$ cat config.mk
export PLATFORM = sky130hd
export DESIGN_NAME = mem_fill_ctrl_flat
export DESIGN_NICKNAME = d
export VERILOG_FILES = /design/src/rtl/mem_fill_ctrl_if.sv /design/src/rtl/mem_fill_ctrl.sv /design/src/flat_wrapper.sv
export SDC_FILE = /design/constraint.sdc
export NUM_CORES = 1
export LEC_CHECK = 0
export BUFFER_PORTS_ARGS = -buffer_cell sky130_fd_sc_hd__buf_2
export CORE_MARGIN = 8
export CORE_UTILIZATION = 40
export DETAILED_ROUTE_END_ITERATION = 7
export GPL_ROUTABILITY_DRIVEN = 0
export PLACE_DENSITY_LB_ADDON = 0.12
export SYNTH_ARGS = -nofsm -noshare
export SYNTH_HDL_FRONTEND = slang
export SYNTH_SLANG_ARGS = --single-unit
$ cat constraint.sdc
create_clock -name clk -period 4.4 [get_ports clk]
set_clock_uncertainty 0.1 [all_clocks]
set_input_delay 0.44 -clock clk [delete_from_list [all_inputs] [get_ports clk]]
set_output_delay 0.44 -clock clk [all_outputs]
set_load 0.02 [all_outputs]
$ cat src/rtl/mem_fill_ctrl_if.sv
// Bus bundle between the cache miss logic, the fill controller and the word memory.
// The controller uses the master view; the cache and memory side use the slave view.
interface mem_fill_ctrl_if #(
  parameter int unsigned ADDR_WIDTH = 16,
  parameter int unsigned WORDS      = 8
);
  localparam int unsigned OFS_W = $clog2(WORDS);
  localparam int unsigned BLK_W = ADDR_WIDTH - OFS_W - 1;

  logic                  miss_req;
  logic [ADDR_WIDTH-1:0] miss_addr;
  logic                  wt_req;
  logic [ADDR_WIDTH-1:0] wt_addr;
  logic [15:0]           wt_data;
  logic                  wt_ack;
  logic                  fill_busy;
  logic                  fill_we;
  logic [OFS_W-1:0]      fill_word;
  logic [15:0]           fill_data;
  logic [BLK_W-1:0]      fill_blk;
  logic                  tag_we;
  logic                  fill_done;
  logic                  mem_en;
  logic                  mem_wr;
  logic [ADDR_WIDTH-1:0] mem_addr;
  logic [15:0]           mem_wdata;
  logic [15:0]           mem_rdata;
  logic                  mem_rvalid;

  modport master (
    input  miss_req, miss_addr, wt_req, wt_addr, wt_data, mem_rdata, mem_rvalid,
    output wt_ack, fill_busy, fill_we, fill_word, fill_data, fill_blk, tag_we,
           fill_done, mem_en, mem_wr, mem_addr, mem_wdata
  );

  modport slave (
    output miss_req, miss_addr, wt_req, wt_addr, wt_data, mem_rdata, mem_rvalid,
    input  wt_ack, fill_busy, fill_we, fill_word, fill_data, fill_blk, tag_we,
           fill_done, mem_en, mem_wr, mem_addr, mem_wdata
  );
endinterface

$ cat src/rtl/mem_fill_ctrl.sv
// Cache block fill controller: streams a WORDS-word pipelined read per miss and
// forwards single-cycle write-through stores while idle.
module mem_fill_ctrl #(
  parameter int unsigned ADDR_WIDTH = 16,
  parameter int unsigned WORDS      = 8
) (
  input  logic           clk,
  input  logic           rst,
  mem_fill_ctrl_if.master bus
);
  localparam int unsigned OFS_W = $clog2(WORDS);
  localparam int unsigned CNT_W = OFS_W + 1;
  localparam int unsigned BLK_W = ADDR_WIDTH - OFS_W - 1;

  typedef enum logic [1:0] {S_IDLE, S_ISSUE, S_DRAIN, S_DONE} state_t;

  state_t           r_state;
  state_t           w_next;
  logic [CNT_W-1:0] r_iss_cnt;
  logic [CNT_W-1:0] r_rcv_cnt;
  logic [BLK_W-1:0] r_fill_blk;
  logic             w_issue;
  logic             w_rx;
  logic             w_wt;
  logic             w_done;
  logic             w_start;

  assign w_start = (r_state == S_IDLE) && bus.miss_req;

  // State, counters and latched block address
  always_ff @(posedge clk) begin
    if (rst) begin
      r_state    <= S_IDLE;
      r_iss_cnt  <= '0;
      r_rcv_cnt  <= '0;
      r_fill_blk <= '0;
    end else begin
      r_state <= w_next;
      if (w_start) begin
        r_fill_blk <= bus.miss_addr[ADDR_WIDTH-1:OFS_W+1];
        r_iss_cnt  <= '0;
        r_rcv_cnt  <= '0;
      end else begin
        if (w_issue) r_iss_cnt <= r_iss_cnt + CNT_W'(1);
        if (w_rx)    r_rcv_cnt <= r_rcv_cnt + CNT_W'(1);
      end
    end
  end

  // Next state; completion is decided by counting returned valids only
  always_comb begin
    w_next  = r_state;
    w_issue = 1'b0;
    w_rx    = 1'b0;
    w_wt    = 1'b0;
    w_done  = 1'b0;
    case (r_state)
      S_IDLE: begin
        if (bus.miss_req)    w_next = S_ISSUE;
        else if (bus.wt_req) w_wt   = 1'b1;
      end
      S_ISSUE: begin
        w_issue = 1'b1;
        w_rx    = bus.mem_rvalid;
        if (r_iss_cnt == CNT_W'(WORDS - 1)) w_next = S_DRAIN;
      end
      S_DRAIN: begin
        w_rx = bus.mem_rvalid && (r_rcv_cnt != CNT_W'(WORDS));
        if ((r_rcv_cnt == CNT_W'(WORDS)) ||
            (w_rx && (r_rcv_cnt == CNT_W'(WORDS - 1))))
          w_next = S_DONE;
      end
      S_DONE: begin
        w_done = 1'b1;
        w_next = S_IDLE;
      end
      default: w_next = S_IDLE;
    endcase
  end

  // Memory side: reads during ISSUE, write-through stores in IDLE, zero otherwise
  assign bus.mem_en    = w_issue | w_wt;
  assign bus.mem_wr    = w_wt;
  assign bus.mem_addr  = w_issue ? {r_fill_blk, r_iss_cnt[OFS_W-1:0], 1'b0} :
                         w_wt    ? {bus.wt_addr[ADDR_WIDTH-1:1], 1'b0}      :
                                   '0;
  assign bus.mem_wdata = w_wt ? bus.wt_data : 16'h0000;
  assign bus.wt_ack    = w_wt;

  // Cache side
  assign bus.fill_busy = (r_state != S_IDLE);
  assign bus.fill_we   = w_rx;
  assign bus.fill_word = w_rx ? r_rcv_cnt[OFS_W-1:0] : '0;
  assign bus.fill_data = w_rx ? bus.mem_rdata : 16'h0000;
  assign bus.fill_blk  = r_fill_blk;
  assign bus.tag_we    = w_done;
  assign bus.fill_done = w_done;
endmodule

$ cat src/flat_wrapper.sv
// flat-port wrapper written by rule: the top's interface ports become plain ports
module mem_fill_ctrl_flat 
#(
  parameter int unsigned ADDR_WIDTH = 16,
  parameter int unsigned WORDS      = 8
)
  (clk, rst, bus_miss_req, bus_miss_addr, bus_wt_req, bus_wt_addr, bus_wt_data, bus_mem_rdata, bus_mem_rvalid, bus_wt_ack, bus_fill_busy, bus_fill_we, bus_fill_word, bus_fill_data, bus_fill_blk, bus_tag_we, bus_fill_done, bus_mem_en, bus_mem_wr, bus_mem_addr, bus_mem_wdata);
  mem_fill_ctrl_if #(.ADDR_WIDTH(ADDR_WIDTH), .WORDS(WORDS)) bus_i ();
  input  logic clk;
  input  logic rst;
  input wire logic [$bits(bus_i.miss_req)-1:0] bus_miss_req;
  input wire logic [$bits(bus_i.miss_addr)-1:0] bus_miss_addr;
  input wire logic [$bits(bus_i.wt_req)-1:0] bus_wt_req;
  input wire logic [$bits(bus_i.wt_addr)-1:0] bus_wt_addr;
  input wire logic [$bits(bus_i.wt_data)-1:0] bus_wt_data;
  input wire logic [$bits(bus_i.mem_rdata)-1:0] bus_mem_rdata;
  input wire logic [$bits(bus_i.mem_rvalid)-1:0] bus_mem_rvalid;
  output wire logic [$bits(bus_i.wt_ack)-1:0] bus_wt_ack;
  output wire logic [$bits(bus_i.fill_busy)-1:0] bus_fill_busy;
  output wire logic [$bits(bus_i.fill_we)-1:0] bus_fill_we;
  output wire logic [$bits(bus_i.fill_word)-1:0] bus_fill_word;
  output wire logic [$bits(bus_i.fill_data)-1:0] bus_fill_data;
  output wire logic [$bits(bus_i.fill_blk)-1:0] bus_fill_blk;
  output wire logic [$bits(bus_i.tag_we)-1:0] bus_tag_we;
  output wire logic [$bits(bus_i.fill_done)-1:0] bus_fill_done;
  output wire logic [$bits(bus_i.mem_en)-1:0] bus_mem_en;
  output wire logic [$bits(bus_i.mem_wr)-1:0] bus_mem_wr;
  output wire logic [$bits(bus_i.mem_addr)-1:0] bus_mem_addr;
  output wire logic [$bits(bus_i.mem_wdata)-1:0] bus_mem_wdata;
  assign bus_i.miss_req = bus_miss_req;
  assign bus_i.miss_addr = bus_miss_addr;
  assign bus_i.wt_req = bus_wt_req;
  assign bus_i.wt_addr = bus_wt_addr;
  assign bus_i.wt_data = bus_wt_data;
  assign bus_i.mem_rdata = bus_mem_rdata;
  assign bus_i.mem_rvalid = bus_mem_rvalid;
  assign bus_wt_ack = bus_i.wt_ack;
  assign bus_fill_busy = bus_i.fill_busy;
  assign bus_fill_we = bus_i.fill_we;
  assign bus_fill_word = bus_i.fill_word;
  assign bus_fill_data = bus_i.fill_data;
  assign bus_fill_blk = bus_i.fill_blk;
  assign bus_tag_we = bus_i.tag_we;
  assign bus_fill_done = bus_i.fill_done;
  assign bus_mem_en = bus_i.mem_en;
  assign bus_mem_wr = bus_i.mem_wr;
  assign bus_mem_addr = bus_i.mem_addr;
  assign bus_mem_wdata = bus_i.mem_wdata;
  mem_fill_ctrl #(.ADDR_WIDTH(ADDR_WIDTH), .WORDS(WORDS)) u_core (.clk(clk), .rst(rst), .bus(bus_i));
endmodule
# After elaboration in Yosys (flattened, before gate mapping)
# Cells that the tools add are included.
classes:
  n_reduce_logical: 8
  n_shift: 0
  n_eq_ne: 10
  n_bitwise: 1
  n_div: 0
  add_sub_neg: 2
  n_mul: 0
  n_mux: 15
  magnitude_cmp: 0
ops:
  columns: ["operator", "count"]
  rows:
  - ["$mux 16", 4]
  - ["$add 4x1->4 const B", 2]
  - ["$eq 4x3->1 const B", 2]
  - ["$pmux 2 s4", 1]
  - ["$mux 2", 3]
  - ["$mux 1", 5]
  - ["$eq 2x2->1 const B", 2]
  - ["$eq 4x4->1 const B", 1]
  - ["$ne 2x1->1 const B", 2]
  - ["$ne 4x4->1 const B", 1]
  - ["$logic_and 1x1->1", 3]
  - ["$mux 3", 1]
  - ["$reduce_and 3->1", 1]
  - ["$eq 2x1->1 const B", 1]
  - ["$logic_not 2->1", 1]
  - ["$ne 2x2->1 const B", 1]
  - ["$pmux 1 s2", 1]
  - ["$reduce_bool 2->1", 1]
  - ["$reduce_or 2->1", 1]
  - ["$logic_or 1x1->1", 1]
  - ["$or 1x1->1", 1]
word_totals:
  out_inout_bits: 70
  ramBits: 0
  ff_bits: 22
  latchBits: 0
  wordCells: 40
  memories: 0
  mem_bits_ro: 0
  input_bits: 69

# Logic depth before layout (Yosys ltp)
# Gate-level depths: netlist of the first run.
logic_depth:
  ltp_word: 6
  depth_mapped: 8
  ltp_nobuf: 6

# Worst setup path after synthesis of the first run
# No wires, ideal clock.
synth_timing:
  kind: "register to output"
  start: "register u_core.r_state[0]"
  end: "output bus_mem_addr[14]"
  required_time_ns: 3.860
  path_stages_with_launch: 8
  arrival_ns: 1.601
  setup_slack_ns: 2.259
  n_path_buf: 1
  cell_sequence: "dfxtp_1 -> inv_1 -> ha_1 -> nand2b_2 -> nor2_4 -> clkbuf_1 -> nand2_1 -> o21ai_0"
synth_via:
  elab_chain_len: 4
  elab_cells_between_ends: 6
  classes_between: "eq/ne: 1; mux: 4; reduce/logical: 1"
synth_rtl:
  columns: ["element", "line_no", "rtl"]
  rows:
  - ["from (decl)", "mem_fill_ctrl.sv:17", "state_t r_state;"]
  - ["from (signal assigned)", "mem_fill_ctrl.sv:38", "r_state <= w_next;"]
  - ["$logic_not 2->1", "mem_fill_ctrl.sv:57", "case (r_state)"]
  - ["$mux 1", "mem_fill_ctrl.sv:57", null]
  - ["$mux 16", "mem_fill_ctrl.sv:85", "w_wt ? {bus.wt_addr[ADDR_WIDTH-1:1], 1'b0} :"]
  - ["$mux 16 *", "mem_fill_ctrl.sv:84", "assign bus.mem_addr = w_issue ? {r_fill_blk, r_iss_cnt[OFS_W-1:0], 1'b0} :"]
  - ["to (decl)", "flat_wrapper.sv:28", "output wire logic [$bits(bus_i.mem_addr)-1:0] bus_mem_addr;"]
# Every way passes the cells marked *; elsewhere a longest branch is shown, timed or not.

# Final worst setup path of the first run
layout_timing:
  start: "register u_core.r_state[1]"
  end: "output bus_fill_data[8]"
layout_via:
  elab_chain_len: 3
  elab_cells_between_ends: 4
  classes_between: "eq/ne: 2; mux: 2"
layout_rtl:
  columns: ["element", "line_no", "rtl"]
  rows:
  - ["$eq 2x2->1 / $eq 2x1->1 (equally long branches)", "mem_fill_ctrl.sv:57", null]
  - ["$pmux 1 s2 *", "mem_fill_ctrl.sv:57", null]
  - ["$mux 16 *", "mem_fill_ctrl.sv:94", "assign bus.fill_data = w_rx ? bus.mem_rdata : 16'h0000;"]
  - ["to (decl)", "flat_wrapper.sv:22", "output wire logic [$bits(bus_i.fill_data)-1:0] bus_fill_data;"]
# Marks and branches as above.

==> key figures, run 1 <==
Global routing
  • Largest net degree at the start of global routing: 35
  • First-pass GRT wire length: 7730 um
  • Number of global-route vias before repair: 1,735
  • GRT Residual Overflow: 0
  • Initial antenna violation count: 0
  • Tot GR Track Use: between 10% and 20%

STA
  • Final Max Slew Viols: 0
  • Final WS setup: 1.38 ns
  • Fin Setup TNS: 0 ns
  • RSZ-0062 raised after global routing: no
  • Slew HR: approximately 59%
  • Fin. Hold Viols: 0
  • Ratio of final minimum period to clock period: 68.7%
  • Finish-stage setup viols: 0
  • Max frequency: 0.331 GHz
  • Worst slew pin tran: roughly 0.6 ns
  • Minimum clock period: about 3 ns

Clocking
  • CTS tree: done
  • Clock sink count: 22
  • CTS Root Cell: clkbuf_8
  • CTS Buf Count: 3
  • Hold Buf Count CTS: 0
  • H-Tree Depth: 1
  • Clock Pin Slew Worst Setup and Hold Paths: 0.08 ns
  • Clock Path Buffers: 2
  • Clk Latency, worst-skew pair: roughly 0.26 ns
  • Setup Buffers After CTS: 0
  • Post-CTS Resized: 0

Final layout
  • Layout area overhead: 48.1%
  • FILL cells: 380
  • Number of inserted diodes: 0
  • Layout cells sized above 1: between 40% and 50%
  • Final instance area: between 2000 and 2500 sq um
  • Final Util: about three fifths
  • Fin nets: 407

Run status
  • Run status: complete, no violations

Routing
  • Post-Route WL: about 4600 um
  • Drt initial violations: 38
  • First-pass DRT Iterations: 4
  • Via density: 4.56
  • WL/cell: 12.2 um
  • Detailed-route DRC error count: 0
  • Post-DRT Antenna Nets: 0
  • DR vias: roughly 1,700

Min path
  • HP Class: in2reg

Logic synthesis
  • Synth unique cells: 34
  • Syn_nets: 285
  • Post-synth EDFFs: 0
  • Post-synthesis xor/xnor area fraction: 2.96%
  • Post-synthesis mux area share: 1.35%
  • Simple-gate share of the synthesized area: 37.8%
  • Syn Std Cell Area: 1480 sq um
  • Syn avg cell area: about 7.1 sq um
  • Register area share after synthesis: between 20% and 30%
  • Post-Syn Instances: approximately 210
  • YS warnings: 0
  • Compound-Gate Fraction of Synth Area: roughly 14%
  • Ys flop type: dfxtp_1
  • Adder-cell share of the synthesized area: 5.92%
  • Number of synthesized register bits: 22
  • Largest family of logic cells by synthesized area: simple AND/OR/NAND/NOR gates
  • Ys async rst share: 0%

Floorplan
  • Die area: around 5900 sq um
  • Core area: roughly 3600 sq um
  • Chip height: a little under 80 um
  • Die X: just under 80 um
  • Row cnt: 22
  • Starting Density: between 40% and 50%
  • IO Count: ~140

Job
  • Number of max-cap violations: 0

Setup path
  • WP data arrival: approximately 2.5 ns
  • Critical path class: reg2out
  • Crit end category: output port
  • Worst Path Required: approximately 3.9 ns
  • Startpoint Class: flop
  • Worst-path fanout max: 23

Power
  • Total power draw: just under 0.001 W
  • Pwr/cell area: 442 nW/um^2
  • Leak Pwr: roughly 1.2 nW
  • Peak supply drop: approximately 220 uV

Placed design
  • Cell Area, Placed: about 2100 sq um
  • Number of port buffers: ~130
  • Worst slack, placed: roughly 1.6 ns
  • Post-DP HPWL: between 3000 and 4000 um
==> state kept, by name, summed over array words and instances, names as in the netlist <==
signal,count
u_core.r_rcv_cnt,4
u_core.r_iss_cnt,4
u_core.bus.fill_blk,12
u_core.r_state,2
==> cell usage after synthesis, types with 3 or more instances <==
cell | n | area [sq um]
nand2_1 | 58 | 218
and2_1 | 35 | 219
dfxtp_1 | 22 | 440
o21ai_0 | 14 | 70.1
a21oi_1 | 13 | 65.1
nor2_1 | 9 | 33.8
clkbuf_1 | 7 | 26.3
ha_1 | 7 | 87.6
inv_1 | 7 | 26.3
buf_2 | 4 | 20.0
buf_4 | 4 | 30.0
xnor2_1 | 3 | 26.3
==> critical path, cell delays in order, from the launching register on <==
cell     delay (ns)
dfxtp_1        0.34
inv_1          0.10
ha_1           0.55
buf_4          0.33
nor2_2         0.07
a31oi_4        0.45
and2_1         0.21
buf_2          0.16
==> metal layers <==
layer	part of all wire (%)	wire (um)	track usage, %
met1	43	2000	16.5
met2	47	2160	26.3
met3	9.6	445	6.64
met4	0.54	25	2.88
met5	0	0	0
==> placed cells by master, fill, tap and decap left out, drive strengths merged <==
cell | synthesis | final
a221oi | 1 | 1
nand3b | 1 | 1
nor4 | 1 | 1
a21o | 1 | 1
buf | 9 | 133
nand4 | 2 | 2
nor2 | 11 | 11
clkbuf | 7 | 3
or2 | 1 | 1
a21oi | 14 | 14
conb | 1 | 1
mux2i | 2 | 2
and2 | 35 | 35
dfxtp | 22 | 22
xor2 | 2 | 2
nand4b | 1 | 1
xnor2 | 3 | 3
ha | 7 | 7
a31oi | 1 | 1
o21ai | 15 | 15
inv | 7 | 7
nand2b | 2 | 2
nand3 | 2 | 2
nand2 | 58 | 58
bufinv | 0 | 1
o211ai | 2 | 2
a31o | 1 | 1
==> cell type report <==
| class | count | area [sq um] | share of cell area, % |
|---|---|---|---|
| Clock buffer | 3 | 41.3 | 1.88 |
| Clock inverter | 1 | 30.0 | 1.37 |
| Inverter | 7 | 26.3 | 1.20 |
| Multi-Input combinational cell | 164 | 925 | 42.2 |
| Sequential cell | 22 | 440 | 20.1 |
| Tap cell | 48 | 60.1 | 2.74 |
| Timing Repair Buffer | 133 | 668 | 30.5 |
==> report_power, final <==
group | total [W] | switching, W | leakage, nW | internal (W)
clock network | 0.000188 | 0.0000666 | 0.0357 | 0.000121
logic | 0.000523 | 0.000342 | 0.967 | 0.000181
registers | 0.000257 | 0.0000256 | 0.180 | 0.000231
==> through the flow <==
| step | hold slack (ns) | instances |
|---|---|---|
| floorplan | 0.379 | 209 |
| global placement | 0.359 | 374 |
| detailed placement | 0.364 | 374 |
| CTS | 0.301 | 378 |
| global route | 0.300 | 378 |
| finish | 0.305 | 378 |
==> kinds of logic (layout without fill, tap and decap cells) <==
logic type               after synthesis  count (layout)
adder cells (fa/ha/maj)                7               7
multiplexers                           2               2
XOR/XNOR                               5               5
other                                  1               1
flip-flops                            22              22
buffers and inverters                 23             144
AND/OR/NAND/NOR                      114             114
AO/OA/AOI/OAI                         35              35
==> final timing paths <==
kind	start	depth (start not counted)	slack, ns	endpoint
worst max-delay path	u_core.r_state[1]$_SDFFE_PP0P_	7	1.38	bus_fill_data[8]
worst min-delay path	bus_miss_addr[5]	3	0.30	u_core.bus.fill_blk[1]$_SDFFE_PP0P_
worst max register to register	u_core.r_state[1]$_SDFFE_PP0P_	7	2.04	u_core.r_rcv_cnt[1]$_SDFFE_PP0N_
worst min register to register	u_core.bus.fill_blk[1]$_SDFFE_PP0P_	2	0.37	u_core.bus.fill_blk[1]$_SDFFE_PP0P_
Note: power is estimated with default switching activity, not from simulation.
==> inputs of run 2 (changes only) <==
- CORE_UTILIZATION: 40 -> 33
- clock period: 4.4 -> 2.5 ns (I/O delays scaled with it)
==> key figures, run 2 (same netlist as run 1, synthesis figures left out) <==
Setup path
  • Crit-path max cell delay: 0.40 ns (was 0.55 ns)
  • WP data arrival: 2.02 ns (was 2.48 ns)
  • Crit. Startpoint: u_core.r_state[0]$_SDFFE_PP0P_ (was u_core.r_state[1]$_SDFFE_PP0P_)
  • Crit-path cells: inv_1, ha_1, o211ai_1, a31oi_4, and2_1, buf_2 (was inv_1, ha_1, buf_4, nor2_2, a31oi_4, and2_1, buf_2)
  • Critical path class: reg2out (unchanged)
  • Worst-path fanout max: 11 (was 23)
  • Worst Path Required: 2.15 ns (was 3.86 ns)
  • Startpoint Class: flop (unchanged)
  • Crit end category: output port (unchanged)
  • FF-to-FF Start: u_core.r_state[0]$_SDFFE_PP0P_ (was u_core.r_state[1]$_SDFFE_PP0P_)
  • Critical path's slowest cell: a31oi_4 (was ha_1)

Routing
  • WL/cell: 13.0 um (was 12.2 um)
  • First-pass DRT Iterations: 4 (unchanged)
  • Via density: 4.51 (was 4.56)
  • Post-Route WL: 5010 um (was 4630 um)
  • Post-DRT Antenna Nets: 0 (unchanged)
  • Detailed-route DRC error count: 0 (unchanged)
  • Drt initial violations: 58 (was 38)
  • DR vias: 1,740 (was 1,725)

Final layout
  • Final instance area: 2240 sq um (was 2190 sq um)
  • Non-filler cells, final: 386 (was 378)
  • Layout cells sized above 1: 44.6% (was 43.9%)
  • Commonest non-fill, non-tap cell in the layout: buf_2 (unchanged)
  • Fin nets: 411 (was 407)
  • Most frequent cells in the layout: 132 x buf_2, 58 x nand2_1, 35 x and2_1, 22 x dfxtp_1, 14 x o21ai_0 (unchanged)
  • Layout area overhead: 51.4% (was 48.1%)
  • Max reg flops: 12 (unchanged)
  • Number of inserted diodes: 0 (unchanged)

Run status
  • Run status: complete, no violations (unchanged)

STA
  • Ratio of final minimum period to clock period: roughly 95%
  • Worst slew pin tran: 0.644 ns (was 0.615 ns)
  • RSZ-0062 raised after global routing: no (unchanged)
  • Fin Setup TNS: 0 ns (unchanged)
  • Finish-stage setup viols: 0 (unchanged)
  • Fin. Hold Viols: 0 (unchanged)
  • Minimum clock period: roughly 2.4 ns
  • Slew HR: 56.9% (was 59.0%)
  • Max frequency: 0.422 GHz
  • Final Max Slew Viols: 0 (unchanged)

Min path
  • Hold Crit Start: bus_miss_addr[4] (was bus_miss_addr[5])
  • HP Class: in2reg (unchanged)

Floorplan
  • IO Count: 139 (unchanged)
  • Starting Density: 34.2% (was 41.0%)
  • Die area: 6880 sq um (was 5900 sq um)
  • Die X: 82.9 um (was 76.8 um)
  • Chip height: 82.9 um (was 76.8 um)
  • Core area: 4320 sq um (was 3610 sq um)
  • Row cnt: 24 (was 22)

Clocking
  • CTS Root Cell: clkbuf_8 (unchanged)
  • CTS tree: done (unchanged)
  • Clk Latency, worst-skew pair: 0.27 ns (was 0.26 ns)
  • H-Tree Depth: 1 (unchanged)
  • Clock sink count: 22 (unchanged)
  • Clock Path Buffers: 2 (unchanged)
  • CTS Buf Count: 3 (unchanged)
  • Hold Buf Count CTS: 0 (unchanged)
  • Clock Pin Slew Worst Setup and Hold Paths: 0.09 ns (was 0.08 ns)

Global routing
  • Largest net degree at the start of global routing: 37 (was 35)
  • First-pass GRT wire length: 7930 um (was 7730 um)
  • Busiest grt layer: met2 (unchanged)
  • Initial antenna violation count: 0 (unchanged)
  • GR met2 Demand/Resource: 22.6% (was 26.3%)
  • Tot GR Track Use: 13.4% (was 15.1%)
  • Number of global-route vias before repair: 1,680 (was 1,735)
  • Met3 Use GR: 6.25% (was 6.64%)
  • GRT Residual Overflow: 0 (unchanged)
  • Global routing usage on met1: 14.3% (was 16.5%)

Power
  • Pwr/cell area: 777 nW/um^2 (was 442 nW/um^2)
  • Cell-internal power: 0.000955 W (was 0.000533 W)
  • Logic pwr share: 55.1% (was 54.0%)
  • Total power draw: 0.00174 W (was 0.000968 W)
  • Leak Pwr: 1.20 nW (was 1.18 nW)
  • NetSw: 0.000786 W (was 0.000435 W)
  • Seq pwr share: 26.0% (was 26.5%)
  • Clock network power share: 19.0% (was 19.4%)
  • Net Sw Frac: 45.2% (was 44.9%)
  • Peak supply drop: 400 uV (was 222 uV)

Placed design
  • Number of port buffers: 132 (unchanged)
  • Placed Cells: 380 (was 374)
  • Cell Area, Placed: 2140 sq um (was 2120 sq um)
  • Post-DP HPWL: 4010 um (was 3850 um)

Job
  • Number of max-cap violations: 0 (unchanged)
run 2: cell count changes in the layout (fill, tap and decap cells not counted):
cell	before	now
buf_4	1	4
a31oi_4	1	2
run 2: final timing paths:
path	end	slack (ns)	depth (start not counted)
worst max-delay path	bus_fill_data[9]	0.13	6
worst min-delay path	u_core.bus.fill_blk[0]$_SDFFE_PP0P_	0.11	3
worst max register to register	u_core.r_rcv_cnt[1]$_SDFFE_PP0N_	0.59	6
worst min register to register	u_core.bus.fill_blk[6]$_SDFFE_PP0P_	0.37	2
run 2: worst max-delay path: cells and delay by family, from the launching register on:
family,cells,cell delay [ns]
adders and majority gates,1,0.31
DFF,1,0.37
buffers and inverters,2,0.25
and+or+nand+nor,1,0.17
AOI/OAI and AO/OA,2,0.66
run 2: metrics by stage:
stage	util [%]	setup slack [ns]	hold slack, ns
after detailed placement	49.5	0.402	0.368
after floorplan	-	0.549	0.219
after global routing	51.8	0.00965	0.111
after global placement	49.5	0.430	0.360
after CTS	51.1	0.0897	0.110
final	51.8	0.129	0.110
run 2: area by class of cell:
class	instances	area, sq um
Timing Repair Buffer	136	691
Multi-Input combinational cell	165	946
Clock inverter	1	30.0
Tap cell	52	65.1
Fill cell	469	2080
Inverter	7	26.3
Sequential cell	22	440
Clock buffer	3	41.3
run 2: power by group through the flow:
stage	sequential (W)	clock, W	combinational, W
6_report	0.000452	0.000330	0.000959
5_1_grt	0.000463	0.000353	0.00106
4_1_cts	0.000454	0.000339	0.000949
3_5_place_dp	0.000462	0	0.000944
3_3_place_gp	0.000460	0	0.000939
2_1_floorplan	0.000495	0	0.000633
run 2: repair_timing:
action / in CTS / in global routing
endpoints found under the hold margin: 0 / 0
setup buffers: 0 / 1
setup endpoints to repair: 0 / 19
resized for setup: 0 / 1
run 2: per-layer routing:
metal | share of wire [%] | wire length (um)
met1 | 43 | 2150
met2 | 46 | 2300
met3 | 9.8 | 490
met4 | 1.5 | 77
met5 | 0 | 0
==> inputs of run 3 (changes only) <==
- ABC_AREA: default -> 1
- CELL_PAD_IN_SITES_DETAIL_PLACEMENT: default -> 2
- CELL_PAD_IN_SITES_GLOBAL_PLACEMENT: default -> 2
- CORE_UTILIZATION: 33 -> 15
- REMOVE_ABC_BUFFERS: default -> 1
==> key figures, run 3 <==
Routing
  • Drt initial violations: 45 (was 58)
  • Via density: 3.91 (was 4.51)
  • Detailed-route DRC error count: 0 (unchanged)
  • First-pass DRT Iterations: 2 (was 4)
  • WL/cell: 13.8 um (was 13.0 um)
  • Post-Route WL: 7390 um (was 5010 um)
  • Post-DRT Antenna Nets: 0 (unchanged)
  • DR vias: 2,097 (was 1,740)

Logic synthesis
  • Syn Std Cell Area: 1580 sq um (was 1480 sq um)
  • Commonest cells post-synth: 74 x nor2_1, 52 x inv_1, 46 x nand2_1, 27 x o21ai_0, 22 x dfxtp_1 (was 58 x nand2_1, 35 x and2_1, 22 x dfxtp_1, 14 x o21ai_0, 13 x a21oi_1)
  • Ys async rst share: 0% (unchanged)
  • Largest cells by area after synthesis: dfxtp_1 28%, nor2_1 18%, inv_1 12%, nand2_1 11%, o21ai_0 8.6% (was dfxtp_1 30%, and2_1 15%, nand2_1 15%, ha_1 5.9%, o21ai_0 4.7%)
  • Synth unique cells: 25 (was 34)
  • Yosys top cell by area: dfxtp_1 (unchanged)
  • Syn avg cell area: 5.74 sq um (was 7.08 sq um)
  • Most common cell in the netlist: nor2_1 (was nand2_1)
  • Post-synth EDFFs: 0 (unchanged)
  • Number of synthesized register bits: 22 (unchanged)
  • Post-Syn Instances: 275 (was 209)
  • Share of the synthesized area in the top cell type: 27.9% (was 29.8%)
  • Register area share after synthesis: 27.9% (was 29.8%)
  • Ys flop type: dfxtp_1 (unchanged)
  • YS warnings: 0 (unchanged)

Setup path
  • Startpoint Class: flop (unchanged)
  • Worst Path Required: 2.15 ns (about the same)
  • Worst-path fanout max: 32 (was 11)
  • Crit end category: output port (unchanged)
  • Critical path class: reg2out (unchanged)
  • WP data arrival: 1.86 ns (was 2.02 ns)

Clocking
  • CTS tree: done (unchanged)
  • Clk Latency, worst-skew pair: 0.27 ns (about the same)
  • Clock Pin Slew Worst Setup and Hold Paths: 0.09 ns (about the same)
  • Clock sink count: 22 (unchanged)
  • CTS Root Cell: clkbuf_8 (unchanged)
  • CTS Buf Count: 3 (unchanged)
  • Clock Path Buffers: 2 (unchanged)
  • Hold Buf Count CTS: 0 (unchanged)
  • H-Tree Depth: 1 (unchanged)

STA
  • Minimum clock period: 2.21 ns (was 2.37 ns)
  • Max frequency: 0.452 GHz (was 0.422 GHz)
  • Ratio of final minimum period to clock period: 88.5% (was 94.8%)
  • Fin Setup TNS: 0 ns (unchanged)
  • RSZ-0062 raised after global routing: no (unchanged)
  • Fin. Hold Viols: 0 (unchanged)
  • Finish-stage setup viols: 0 (unchanged)
  • Final Max Slew Viols: 0 (unchanged)
  • Final WS setup: 0.287 ns (was 0.129 ns)

Global routing
  • GRT Residual Overflow: 0 (unchanged)
  • Number of global-route vias before repair: 2,296 (was 1,680)
  • Largest net degree at the start of global routing: 33 (was 37)
  • Tot GR Track Use: 10.3% (was 13.4%)
  • First-pass GRT wire length: 12,000 um (was 7930 um)
  • Initial antenna violation count: 0 (unchanged)

Power
  • Leak Pwr: 1.50 nW (was 1.20 nW)
  • Peak supply drop: 487 uV (was 400 uV)
  • Total power draw: 0.00218 W (was 0.00174 W)
  • Pwr/cell area: 894 nW/um^2 (was 777 nW/um^2)

Floorplan
  • Die area: 14,100 sq um (was 6880 sq um)
  • Die X: 119 um (was 82.9 um)
  • Chip height: 119 um (was 82.9 um)
  • IO Count: 139 (unchanged)
  • Row cnt: 37 (was 24)
  • Starting Density: 15.4% (was 34.2%)
  • Core area: 10,300 sq um (was 4320 sq um)

Placed design
  • Cell Area, Placed: 2360 sq um (was 2140 sq um)
  • Number of port buffers: 132 (unchanged)
  • Worst slack, placed: 0.459 ns (was 0.402 ns)
  • Post-DP HPWL: 6160 um (was 4010 um)

Final layout
  • Multi-input gate area: 852 sq um (was 946 sq um)
  • Fin nets: 478 (was 411)
  • FILL cells: 1,309 (was 469)
  • Commonest non-fill, non-tap cell in the layout: buf_2 (unchanged)
  • Layout cells sized above 1: 36.9% (was 44.6%)
  • Most frequent cells in the layout: 132 x buf_2, 74 x nor2_1, 52 x inv_1, 46 x nand2_1, 27 x o21ai_0 (was 132 x buf_2, 58 x nand2_1, 35 x and2_1, 22 x dfxtp_1, 14 x o21ai_0)
  • Number of inserted diodes: 0 (unchanged)
  • Layout area overhead: 54.6% (was 51.4%)
  • Max reg flops: 12 (unchanged)
  • Final instance area: 2440 sq um (was 2240 sq um)
  • Reg area: 440 sq um (unchanged)
  • Final Util: 23.7% (was 51.8%)

Job
  • Number of max-cap violations: 0 (unchanged)

Run status
  • Run status: complete, no violations (unchanged)

Min path
  • HP Class: in2reg (unchanged)
## run 3: changes by cell type after synthesis, moves of 8 or more
cell,change
inv_1,+45
nand3_1,+8
and2_1,-35
nand2_1,-12
nor2_1,+65
o21ai_0,+13
## run 3: layer usage
layer | GRT usage (%) | part of all wire, % | up-vias | routed length (um)
met3 | 3.43 | 7.2 | 5 | 535
met5 | 0 | 0 | - | 0
met2 | 18.7 | 49 | 72 | 3620
met1 | 11.4 | 43 | 955 | 3170
met4 | 2.13 | 0.79 | 0 | 58
li1 | - | - | 1065 | -
## run 3: path summary, 6_finish.rpt
| path | start | endpoint | slack, ns | depth (start not counted) |
|---|---|---|---|---|
| min reg2reg | u_core.bus.fill_blk[1]$_SDFFE_PP0P_ | u_core.bus.fill_blk[1]$_SDFFE_PP0P_ | 0.41 | 2 |
| max | u_core.r_state[0]$_SDFFE_PP0P_ | bus_mem_addr[2] | 0.29 | 10 |
| max reg2reg | u_core.r_state[0]$_SDFFE_PP0P_ | u_core.r_iss_cnt[3]$_SDFFE_PP0P_ | 0.68 | 7 |
| min | bus_miss_addr[8] | u_core.bus.fill_blk[4]$_SDFFE_PP0P_ | 0.12 | 3 |
## run 3: area by class of cell
type	count	area share, %
well taps	136	6.98
multi-input cells	184	34.9
clock inverters	1	1.23
inverters	54	8.31
clock buffers	3	1.69
flip-flops and latches	22	18.1
repair buffers	137	28.8
## run 3: kinds of logic (layout without fill, tap and decap cells)
| kind of cell | after synthesis | after routing | share of synthesized area, % |
|---|---|---|---|
| DFF | 22 | 22 | 27.9 |
| xor gates and xnor gates | 1 | 1 | 0.555 |
| AOI/OAI and AO/OA | 35 | 35 | 11.1 |
| adders and majority gates | 7 | 7 | 5.55 |
| other | 1 | 1 | 0.238 |
| and+or+nand+nor | 140 | 140 | 36.6 |
| buffers and inverters | 69 | 195 | 18.1 |
## run 3: critical path, stage by stage, from the launching register on
cell	delay, ns
dfxtp_1	0.39
inv_1	0.08
ha_1	0.22
inv_1	0.09
nor2_2	0.05
nand2_1	0.07
buf_6	0.25
inv_1	0.10
nand3_1	0.07
o21ai_0	0.08
buf_2	0.17
## run 3: what timing repair did
item                                    in CTS  in global routing
buffers inserted                             0                  0
endpoints found under the setup margin       0                  1
gates resized for setup                      0                  1
## run 3: through the flow
step / hold WS, ns / std cells
final: 0.120 / 537
after global routing: 0.127 / 537
after CTS: 0.111 / 537
after detailed placement: 0.403 / 533
after global placement: 0.390 / 533
after floorplan: 0.317 / 260
## run 3: power breakdown
group / internal [W] / switching (W)
clock network: 0.000214 / 0.000131
logic: 0.000421 / 0.000917
registers: 0.000428 / 0.0000680
total: 0.00106 / 0.00112
